## src/rtl/m68k_bus_pkg.sv

```systemverilog
// Shared definitions for the 68000 bus target.
//   state_t     : responder FSM states
//   BUS_ASSERT  : level of an asserted active-low bus signal
//   BUS_NEGATE  : level of a negated active-low bus signal
//   ADDR_W      : word address width (ADDRESS[23:1])
package m68k_bus_pkg;

  localparam int   ADDR_W     = 23;
  localparam logic BUS_ASSERT = 1'b0;
  localparam logic BUS_NEGATE = 1'b1;

  typedef enum logic [2:0] {
    IDLE,
    REQ,
    WAIT,
    ACK,
    ERR,
    ABORT
  } state_t;

endpackage

```

## src/rtl/m68k_bus_responder.sv

```systemverilog
// Target end of the 68000 asynchronous bus. Decodes one address window,
// forwards the cycle to a back-end register port through a req/ack
// handshake, returns read data and terminates with DTACK after a minimum
// number of wait states, or with BERR when the back end does not answer.
//
// Ports:
//   MCLK, reset          clock, asynchronous active-high reset
//   AS, UDS, LDS, RW     68000 bus control (strobes active low, RW 1=read)
//   ADDRESS, DATA_IN     word address [23:1], write data from the bus
//   DATA_OUT, DATA_OE    read data and its bus-drive enable
//   DTACK, BERR          cycle termination, active low
//   req .. req_wdata     back-end request (level) and latched cycle info
//   ack, ack_rdata       back-end completion pulse and read data
module m68k_bus_responder
  import m68k_bus_pkg::*;
#(
  parameter logic [ADDR_W-1:0] BASE_ADDR   = 23'h000000,
  parameter logic [ADDR_W-1:0] ADDR_MASK   = 23'h7FFF00,
  parameter int                WAIT_STATES = 0,
  parameter int                TIMEOUT     = 64
) (
  input  logic              MCLK,
  input  logic              reset,
  input  logic              AS,
  input  logic              UDS,
  input  logic              LDS,
  input  logic              RW,
  input  logic [ADDR_W-1:0] ADDRESS,
  input  logic [15:0]       DATA_IN,
  output logic [15:0]       DATA_OUT,
  output logic              DATA_OE,
  output logic              DTACK,
  output logic              BERR,
  output logic              req,
  output logic              req_we,
  output logic [ADDR_W-1:0] req_addr,
  output logic [1:0]        req_be,
  output logic [15:0]       req_wdata,
  input  logic              ack,
  input  logic [15:0]       ack_rdata
);

  localparam logic [7:0] WS_C     = 8'(WAIT_STATES);
  localparam logic [7:0] TO_LAST  = 8'(TIMEOUT - 1);

  state_t              state, nxt_state;
  logic [7:0]          cnt, nxt_cnt, cnt_inc;
  logic [15:0]         nxt_dout, nxt_wdata;
  logic                nxt_oe, nxt_dtack, nxt_berr, nxt_req, nxt_we;
  logic [ADDR_W-1:0]   nxt_addr;
  logic [1:0]          nxt_be;
  logic                sel;

  // A cycle is ours only once a data strobe is low; a write whose strobes
  // trail AS is picked up on the first edge where one is asserted.
  assign sel = ~AS & ((ADDRESS & ADDR_MASK) == (BASE_ADDR & ADDR_MASK)) & (~UDS | ~LDS);

  assign cnt_inc = (cnt == 8'hFF) ? cnt : cnt + 8'd1;

  always_comb begin
    nxt_state = state;
    nxt_cnt   = cnt;
    nxt_dout  = DATA_OUT;
    nxt_oe    = DATA_OE;
    nxt_dtack = DTACK;
    nxt_berr  = BERR;
    nxt_req   = req;
    nxt_we    = req_we;
    nxt_addr  = req_addr;
    nxt_be    = req_be;
    nxt_wdata = req_wdata;
    case (state)
      IDLE: begin
        if (sel) begin
          nxt_state = REQ;
          nxt_req   = 1'b1;
          nxt_we    = ~RW;
          nxt_addr  = ADDRESS;
          nxt_be    = {~UDS, ~LDS};
          nxt_wdata = DATA_IN;
          nxt_cnt   = 8'd0;
        end
      end
      REQ: begin
        nxt_cnt = cnt_inc;
        // ack beats both abort and timeout on the same edge
        if (ack) begin
          nxt_req = 1'b0;
          if (!req_we) nxt_dout = ack_rdata;
          if (cnt >= WS_C) begin
            nxt_state = ACK;
            nxt_dtack = BUS_ASSERT;
            nxt_oe    = ~req_we;
          end else begin
            nxt_state = WAIT;
          end
        end else if (AS) begin
          nxt_state = ABORT;
        end else if (cnt == TO_LAST) begin
          nxt_state = ERR;
          nxt_berr  = BUS_ASSERT;
        end
      end
      WAIT: begin
        if (AS) begin
          nxt_state = IDLE;
        end else begin
          nxt_cnt = cnt_inc;
          if (cnt >= WS_C) begin
            nxt_state = ACK;
            nxt_dtack = BUS_ASSERT;
            nxt_oe    = ~req_we;
          end
        end
      end
      ACK: begin
        if (AS) begin
          nxt_state = IDLE;
          nxt_dtack = BUS_NEGATE;
          nxt_oe    = 1'b0;
        end
      end
      ERR: begin
        // The request stays up until the back end answers; its data is dropped.
        if (ack && req) nxt_req = 1'b0;
        if (AS && !req) begin
          nxt_state = IDLE;
          nxt_berr  = BUS_NEGATE;
        end
      end
      ABORT: begin
        if (ack) begin
          nxt_req   = 1'b0;
          nxt_state = IDLE;
        end
      end
      default: nxt_state = IDLE;
    endcase
  end

  always_ff @(posedge MCLK or posedge reset) begin
    if (reset) state <= IDLE;
    else       state <= nxt_state;
  end

  always_ff @(posedge MCLK or posedge reset) begin
    if (reset) begin
      cnt       <= 8'd0;
      DATA_OUT  <= 16'd0;
      DATA_OE   <= 1'b0;
      DTACK     <= BUS_NEGATE;
      BERR      <= BUS_NEGATE;
      req       <= 1'b0;
      req_we    <= 1'b0;
      req_addr  <= '0;
      req_be    <= 2'b00;
      req_wdata <= 16'd0;
    end else begin
      cnt       <= nxt_cnt;
      DATA_OUT  <= nxt_dout;
      DATA_OE   <= nxt_oe;
      DTACK     <= nxt_dtack;
      BERR      <= nxt_berr;
      req       <= nxt_req;
      req_we    <= nxt_we;
      req_addr  <= nxt_addr;
      req_be    <= nxt_be;
      req_wdata <= nxt_wdata;
    end
  end

endmodule

```

## config.mk

```make
export PLATFORM = sky130hd
export DESIGN_NAME = m68k_bus_responder
export DESIGN_NICKNAME = d
export VERILOG_FILES = /design/src/rtl/m68k_bus_pkg.sv /design/src/rtl/m68k_bus_responder.sv
export SDC_FILE = /design/constraint.sdc
export NUM_CORES = 1
export LEC_CHECK = 0
export BUFFER_PORTS_ARGS = -buffer_cell sky130_fd_sc_hd__buf_2
export CORE_UTILIZATION = 52
export DETAILED_ROUTE_END_ITERATION = 8
export GPL_TIMING_DRIVEN = 0
export PLACE_DENSITY = 0.85
export SKIP_CTS_REPAIR_TIMING = 1
export SYNTH_ARGS = -nofsm -noshare
export SYNTH_HDL_FRONTEND = slang
export SYNTH_SLANG_ARGS = --single-unit
export TNS_END_PERCENT = 50
```

## constraint.sdc

```tcl
create_clock -name MCLK -period 4.2 [get_ports MCLK]
set_input_delay 0 -clock MCLK [delete_from_list [all_inputs] [get_ports MCLK]]
set_output_delay 0 -clock MCLK [all_outputs]
set_load 0.01 [all_outputs]
```

# Word-level counts from Yosys, hierarchy flattened
# Cells that the tools add are included.
# word_totals
register_bits,73
input_bits,62
# classes
n_addsub,1
order_cmp,1
eq_ne,20
n_mux,34
bitwise,8
n_reduce_logical,17
# ops
cell,n
$mux 3,9
$mux 8,3
$pmux 8 s3,1
$logic_not 23->1,1
$ne 2x2->1 const B,10
$pmux 3 s6,1
$mux 1,16
$pmux 1 s3,3
$reduce_bool 3->1,3
$add 8x1->8 const B,1
$eq 8x6->1 const B,1
$eq 8x8->1 const B,1
$ge 8x1->1 const B,1
$reduce_and 4->1,2
$eq 3x2->1 const B,2
$eq 3x3->1 const B,2
$reduce_and 3->1,2
$reduce_and 6->1,1
$not 1->1,5
$reduce_and 5->1,1
$ne 4x4->1 const B,1
$eq 3x1->1 const B,1
$logic_not 3->1,1
$ne 3x3->1 const B,1
other kinds (9),11

# Logic depth before layout (Yosys ltp)
# Gate-level depths: netlist (run 1).
# logic_depth
depth_word,5
ltp_mapped,6
depth_no_buf,5

# Worst setup path after synthesis (run 1)
# OpenSTA, ideal clock, no wires.
# synth_timing
path_type,register to register
startpoint,register state[2]
endpoint,register req_addr[0]
t_arrival_ps,1662
required_ps,4072
setup_slack_ps,2410
stages_incl_launch_ff,7
path_buffers,2
cell_sequence,dfrtp_1 buf_2 nor3_1 nand3_1 nor2_2 buf_4 mux2_1
# synth_via
elab_chain_len,2
# synth_lines
element,line,rtl
"start, declared",m68k_bus_responder.sv:46,"state_t state, nxt_state;"
"start signal, assigned",m68k_bus_responder.sv:143,else state <= nxt_state;
$logic_not 3->1,m68k_bus_responder.sv:72,case (state)
$reduce_and 2->1 (no line),--,
"end signal, assigned",m68k_bus_responder.sv:166,req_addr <= nxt_addr;
"end, declared",m68k_bus_responder.sv:36,"output logic [ADDR_W-1:0] req_addr,"
# Every way passes these cells.
# A chain may end at the register's enable or synchronous reset.

# Worst setup path in the final report (run 1)
# layout_timing
startpoint,register state[2]
endpoint,register req_wdata[4]
# layout_via
elab_chain_len,2
# layout_lines
element,line,rtl
$logic_not 3->1,m68k_bus_responder.sv:72,
$reduce_and 2->1 (no line),--,
"end signal, assigned",m68k_bus_responder.sv:168,req_wdata <= nxt_wdata;
"end, declared",m68k_bus_responder.sv:38,"output logic [15:0] req_wdata,"
# Every way passes these cells.

==> results of run 1 <==
-- tightest hold or removal path, cell delays in order --
cell     delay [ns]
buf_2          0.09
or3b_1         0.12
a21oi_1        0.07
nor2_1         0.08
-- flip-flops by register name, summed over array words and instances (netlist names) --
| register | count |
|---|---|
| DTACK | 1 |
| req_wdata | 16 |
| req | 1 |
| BERR | 1 |
| state | 3 |
| DATA_OUT | 16 |
| cnt | 8 |
| req_be | 2 |
| req_we | 1 |
| req_addr | 23 |
| DATA_OE | 1 |
-- power groups by stage --
stage / clock (mW) / sequential [mW] / combinational (mW)
after global placement: 0 / 0.722 / 0.0560
after global routing: 0.606 / 0.709 / 0.101
after floorplan: 0 / 0.725 / 0.0183
after detailed placement: 0 / 0.723 / 0.0583
final: 0.574 / 0.709 / 0.0920
after CTS: 0.573 / 0.709 / 0.0584
-- cells by family after synthesis --
group | Yosys count | synth area share, %
DFF | 73 | 59.8
and+or+nand+nor | 65 | 13.0
muxes | 43 | 15.8
AOI/OAI and AO/OA | 33 | 7.40
buffers and inverters | 19 | 3.11
xor gates and xnor gates | 2 | 0.572
adders and majority gates | 1 | 0.409
-- cells in the final DEF, fill, tap and decap left out, types with 3 or more instances in the layout --
cell	n
clkbuf_1	3
nand3_1	9
or4_1	3
inv_1	7
o21ai_0	8
nor2_1	4
mux2_1	34
a21oi_1	5
mux2_2	8
buf_2	127
dfrtp_1	71
o31ai_1	5
nor2b_1	16
dlygate4sd3_1	44
clkbuf_8	9
or3_1	4
nor4_1	5
nand2_1	7
buf_4	3
o211ai_1	6
nand2b_1	3
-- cells in the mapped netlist (2+ instances only) --
cell      number  area (um^2)
a21oi_1        5         25.0
inv_1          8         30.0
dfstp_2        2         52.6
buf_4          3         22.5
clkbuf_1       2         7.51
mux2_2         8         90.1
nor4_1         5         31.3
nand3_1        9         45.0
xnor2_1        2         17.5
buf_2          4         20.0
o211ai_1       6         45.0
nand2b_1       3         18.8
mux2_1        34          383
o31ai_1        5         37.5
nor3b_1        2         15.0
a21o_1         2         15.0
o21ai_0        8         40.0
or3_1          4         25.0
nor2b_1       16          100
nand2_1        7         26.3
or4b_1         2         20.0
dfrtp_1       71         1780
nor2_1         4         15.0
or4_1          3         22.5
-- metal layers --
layer,wire [um],vias to the layer above,track usage (%)
met4,158,0,11.9
met2,4310,92,37.2
met3,411,21,4.48
met1,3230,1251,28.6
met5,0,-,0
li1,-,1203,-
-- path summary, 6_finish.rpt --
path | start | to | slack, ns
min in group asynchronous | reset | req_addr[7] | 0.40
max in group asynchronous | reset | req_wdata[4] | 3.24
max reg2reg | state[2] | req_wdata[4] | 2.05
min | AS | DTACK | 0.06
max | state[2] | req_wdata[4] | 2.05
min reg2reg | req_wdata[0] | req_wdata[0] | 0.48
-- area by class of cell --
type | instances | share of cell area (%)
buffer | 11 | 1.48
clock buffer | 10 | 2.90
clock inverter | 4 | 1.59
inverter | 8 | 0.738
multi-input combinational | 144 | 25.8
sequential | 73 | 41.5
tap | 72 | 2.04
timing repair buffer | 167 | 24.0
==> reports/results.ini, run 1 <==
[run_status]
status = finished clean

[clock_tree]
clock_latency_ns = 0.34
clk_path_buf_depth = 2
clkTransAtPathRegs_ns = 0.07
htree_levels = 3
clock-sinks = 73
cts_inserted_buffers = 9
cts_tree = yes
root_buffer = clkbuf_8

[worst_hold_path]
hold_path_class = in2reg
hold_depth = 4

[finish]
drive_above_1_share_pct = 37.9
layout.cells.non_filler = 489
layout.nets = 477
utilization_pct = 79.1
regArea_mm2 = 0.00183
fill_cells = 327
area_growth_syn_to_layout_pct = 44.0
multi_input_area_mm2 = 0.00114
finalInstanceArea_mm2 = 0.00441
diodes = 0

[power]
powerDensity_mw_per_mm2 = 312
p_seq_share_pct = 51.6
clkPwrFrac_pct = 41.7
power_mw = 1.38
p_int_mw = 1.09
ir_drop_mv = 0.175
combinationalPowerShare_pct = 6.7
leakagePower_nw = 2.45
netSwitchingFraction_pct = 20.9
power.switching_mw = 0.288

[run]
drv_cap = 0

[timing]
setup_viol = 0
fmax_mhz = 466
rsz0062_at_grt = false
final-hold-violation-count = 0
min_period_over_period_pct = 51.1
slew_violations = 0
relSlewSlack_pct = 42.7
fin_setup_tns_ns = 0
min_period_ns = 2.15
fin_hold_ws_ns = 0.0620
setup_ws_ns = 2.05
worstMarginPinSlew_ns = 0.860
fin_skew_ns = 0.00612

[floorplan]
io_pins = 124
initial_utilization_pct = 54.9
dieArea_mm2 = 0.00620
chipWidth_um = 78.7
rows = 27
die_h_um = 78.7
coreArea_mm2 = 0.00557

[global_routing]
antenna_found_initial = 0
grt_pass1_vias = 2241
grt_max_degree = 74
grt.overflow.total = 0
grt.total_usage_pct = 22.7
grt_pass1_wl_um = 10700

[worst_setup_path]
worstPathCellList = buf_2 -> nor3_1 -> nand3_1 -> nor2_2 -> buf_4 -> mux2_1
path_max_fanout = 10
cp.required_ns = 4.41
path_class = reg2reg
crit_path_top_delay_cell = dfrtp_1
end_kind = flip-flop
crit_cells = 6
path_buf_inv = 2
cpPeakStageDelay_ns = 0.36
cp_top_family = simple AND/OR/NAND/NOR gates
r2r_cells = 6
critPathLaunchType = flip-flop
arrival_ns = 2.36

[detailed_routing]
routedWlPerCell_um = 16.6
dr.pass1.iters = 4
wirelength_um = 8100
vias = 2567
ant_nets = 0
viasPerCell = 5.25
drt_iter0_markers = 90
drcViolationCount = 0

[placement]
place_congestion = 0.885
io_buffer_count = 123
preCtsSetupSlack_ns = 2.13
place_area_mm2 = 0.00377
placed_cells = 431
post-dp-hpwl_um = 4720

[yosys]
syn_area_per_cell_um2 = 13.0
synth_cell_types = 45
synthArstFlopShare_pct = 100
synth_edf_count = 0
ys_ff_latch = 73
syn-num-nets = 299
syn_inst = 236
synth-seq-area-share_pct = 59.8
yosysWarnings = 0
syn-cell-area_mm2 = 0.00306
ys.flop_type = dfrtp_1

(Power assumes the default switching activity.)
==> run 2, diff against run 1 <==
--- a/config.mk
+++ b/config.mk
@@ -6,10 +6,10 @@
 export NUM_CORES = 1
 export LEC_CHECK = 0
 export BUFFER_PORTS_ARGS = -buffer_cell sky130_fd_sc_hd__buf_2
-export CORE_UTILIZATION = 52
+export CORE_UTILIZATION = 48
 export DETAILED_ROUTE_END_ITERATION = 8
 export GPL_TIMING_DRIVEN = 0
-export PLACE_DENSITY = 0.85
+export PLACE_DENSITY = 0.8
 export SKIP_CTS_REPAIR_TIMING = 1
 export SYNTH_ARGS = -nofsm -noshare
 export SYNTH_HDL_FRONTEND = slang
==> constraint.sdc (replaced) <==
create_clock -name MCLK -period 2.1 [get_ports MCLK]
set_input_delay 0 -clock MCLK [delete_from_list [all_inputs] [get_ports MCLK]]
set_output_delay 0 -clock MCLK [all_outputs]
set_load 0.01 [all_outputs]
==> run 2 against run 1 <==
Total power increased by 99%. Global-route usage decreased by 1.2 points. Critical endpoint is now req_wdata[10]. Setup slack got worse by 2.0 ns. Cell area increased by 0.88%. Fmax increased by 4.7%. First-iteration DRC count increased by 61%. Largest power group unchanged. Register-to-register slack got worse by 2.0 ns. Critical path depth unchanged. Die area increased by 8.1%.
==> reports/results.ini, run 2 (synthesized netlist as in run 1, its figures left out) <==
[power]
ir_drop_mv = 0.537  ; +210%
powerDensity_mw_per_mm2 = 615  ; +97%
power_mw = 2.73  ; +99%
leakagePower_nw = 2.46  ; +0.29%

[clock_tree]
cts_inserted_buffers = 9  ; unchanged
htree_levels = 3  ; unchanged
root_buffer = clkbuf_8
clock_latency_ns = 0.35  ; about the same
clock-sinks = 73  ; unchanged
clkTransAtPathRegs_ns = 0.08  ; about the same
clk_path_buf_depth = 2  ; unchanged
cts_tree = yes

[global_routing]
grt.overflow.total = 0  ; unchanged
grt_pass1_vias = 2290  ; +2.2%
grt_pass1_wl_um = 10700  ; +0.65%
grt.total_usage_pct = 21.5  ; -1.2 points
antenna_found_initial = 0  ; unchanged
grt_max_degree = 74  ; unchanged

[timing]
fin_skew_ns = 0.0177  ; +0.0115 ns
fmax_mhz = 488  ; +4.7%
setup_ws_ns = 0.0510  ; -2.00 ns
slew_violations = 0  ; unchanged
setup_viol = 0  ; unchanged
min_period_over_period_pct = 97.6  ; +46 points
final-hold-violation-count = 0  ; unchanged
relSlewSlack_pct = 42.3  ; -0.37 points
worstMarginPinSlew_ns = 0.866  ; +0.00550 ns
min_period_ns = 2.05  ; -0.0967 ns
fin_setup_tns_ns = 0  ; unchanged

[run_status]
status = finished clean

[finish]
largest_register_ff_count = 23  ; unchanged
area_growth_syn_to_layout_pct = 45.3
reg_top3 = req_addr (23), DATA_OUT (16), req_wdata (16)
fill_cells = 394  ; +20%
final_cell_mix = buf_2, dfrtp_1, dlygate4sd3_1
top_register = req_addr
layout.nets = 477  ; unchanged
layout.cells.non_filler = 494  ; +1.0%
drive_above_1_share_pct = 38.9  ; +1.0 points
diodes = 0  ; unchanged
final_common_cell = buf_2
finalInstanceArea_mm2 = 0.00445  ; +0.88%

[worst_setup_path]
reg2reg_from = state[2]
critPathLaunchType = flip-flop
regToRegSetupSlack_ns = 0.05  ; -2.00 ns
arrival_ns = 2.28  ; -0.08 ns
path_class = reg2reg
end_kind = flip-flop
path_max_fanout = 10  ; unchanged
cp.required_ns = 2.33  ; -2.08 ns
r2r_end = req_wdata[10]
r2r_cells = 6  ; unchanged
cp-startpoint = state[2]

[floorplan]
dieArea_mm2 = 0.00670  ; +8.1%
die_h_um = 81.9  ; +4.0%
rows = 28  ; +3.7%
io_pins = 124  ; unchanged
coreArea_mm2 = 0.00603  ; +8.1%
chipWidth_um = 81.9  ; +4.0%
initial_utilization_pct = 50.8  ; -4.1 points

[placement]
preCtsSetupSlack_ns = 0.0427  ; -2.09 ns
placed_cells = 434  ; +0.70%
place_congestion = 0.840  ; -5.1%
place_area_mm2 = 0.00377  ; about the same
post-dp-hpwl_um = 4860  ; +3.0%
io_buffer_count = 123  ; unchanged

[worst_hold_path]
worstHoldStart = ack
hold_depth = 3  ; -1
hold_path_class = in2reg
min_delay_worst_endpoint = state[2]

[detailed_routing]
drt_iter0_markers = 145  ; +61%
viasPerCell = 5.25  ; about the same
dr.pass1.iters = 5  ; +1
wirelength_um = 7710  ; -4.8%
ant_nets = 0  ; unchanged
routedWlPerCell_um = 15.6  ; -5.8%
vias = 2592  ; +0.97%
drcViolationCount = 0  ; unchanged

[run]
drv_cap = 0  ; unchanged

==> run 2: cell count changes in the layout (fill, tap and decap cells not counted), sizes merged <==
cell | previous run | this run
clkbuf | 12 | 11
inv | 8 | 11
clkinvlp | 0 | 1
bufinv | 2 | 1
==> run 2: metal layers <==
metal / track usage [%] / part of all wire, %
met1: 26.7 / 40
met2: 35.0 / 52
met3: 6.78 / 6.9
met4: 7.89 / 1.6
met5: 0 / 0
==> run 2: critical path: stages (launching register included) <==
cell,delay [ns]
dfrtp_1,0.36
buf_2,0.17
nor3_1,0.35
nand3_2,0.25
nor2_4,0.23
buf_4,0.22
mux2_1,0.35
==> run 2: area by class of cell <==
class	count	area, um^2	area share, %
well taps	75	93.8	2.11
inverters	8	32.5	0.732
repair buffers	167	1060	23.8
multi-input cells	144	1160	26.1
plain buffers	11	65.1	1.46
flip-flops and latches	73	1830	41.1
clock inverters	7	83.8	1.89
clock buffers	9	124	2.79
==> run 2: how the worst max path moves through the flow <==
| stage | end | cells after the start |
|---|---|---|
| floorplan | DATA_OE | 1 |
| global placement | DATA_OUT[15] | 2 |
| detailed placement | req_wdata[10] | 6 |
| CTS | req_wdata[10] | 6 |
| global route | req_addr[0] | 6 |
| finish | req_wdata[10] | 6 |
==> run 2: power by group <==
part           switching [mW]  total (mW)  internal (mW)
clock                   0.564        1.13          0.569
sequential            0.00398        1.42           1.41
combinational          0.0749       0.183          0.108
==> run 2: stage by stage <==
| stage | utilization, % | hold WS, ns |
|---|---|---|
| 2_1_floorplan | - | 0.102 |
| 3_3_place_gp | 62.6 | 0.189 |
| 3_5_place_dp | 62.6 | 0.194 |
| 4_1_cts | 66.1 | -0.182 |
| 5_1_grt | 73.8 | 0.0929 |
| 6_report | 73.8 | 0.0339 |
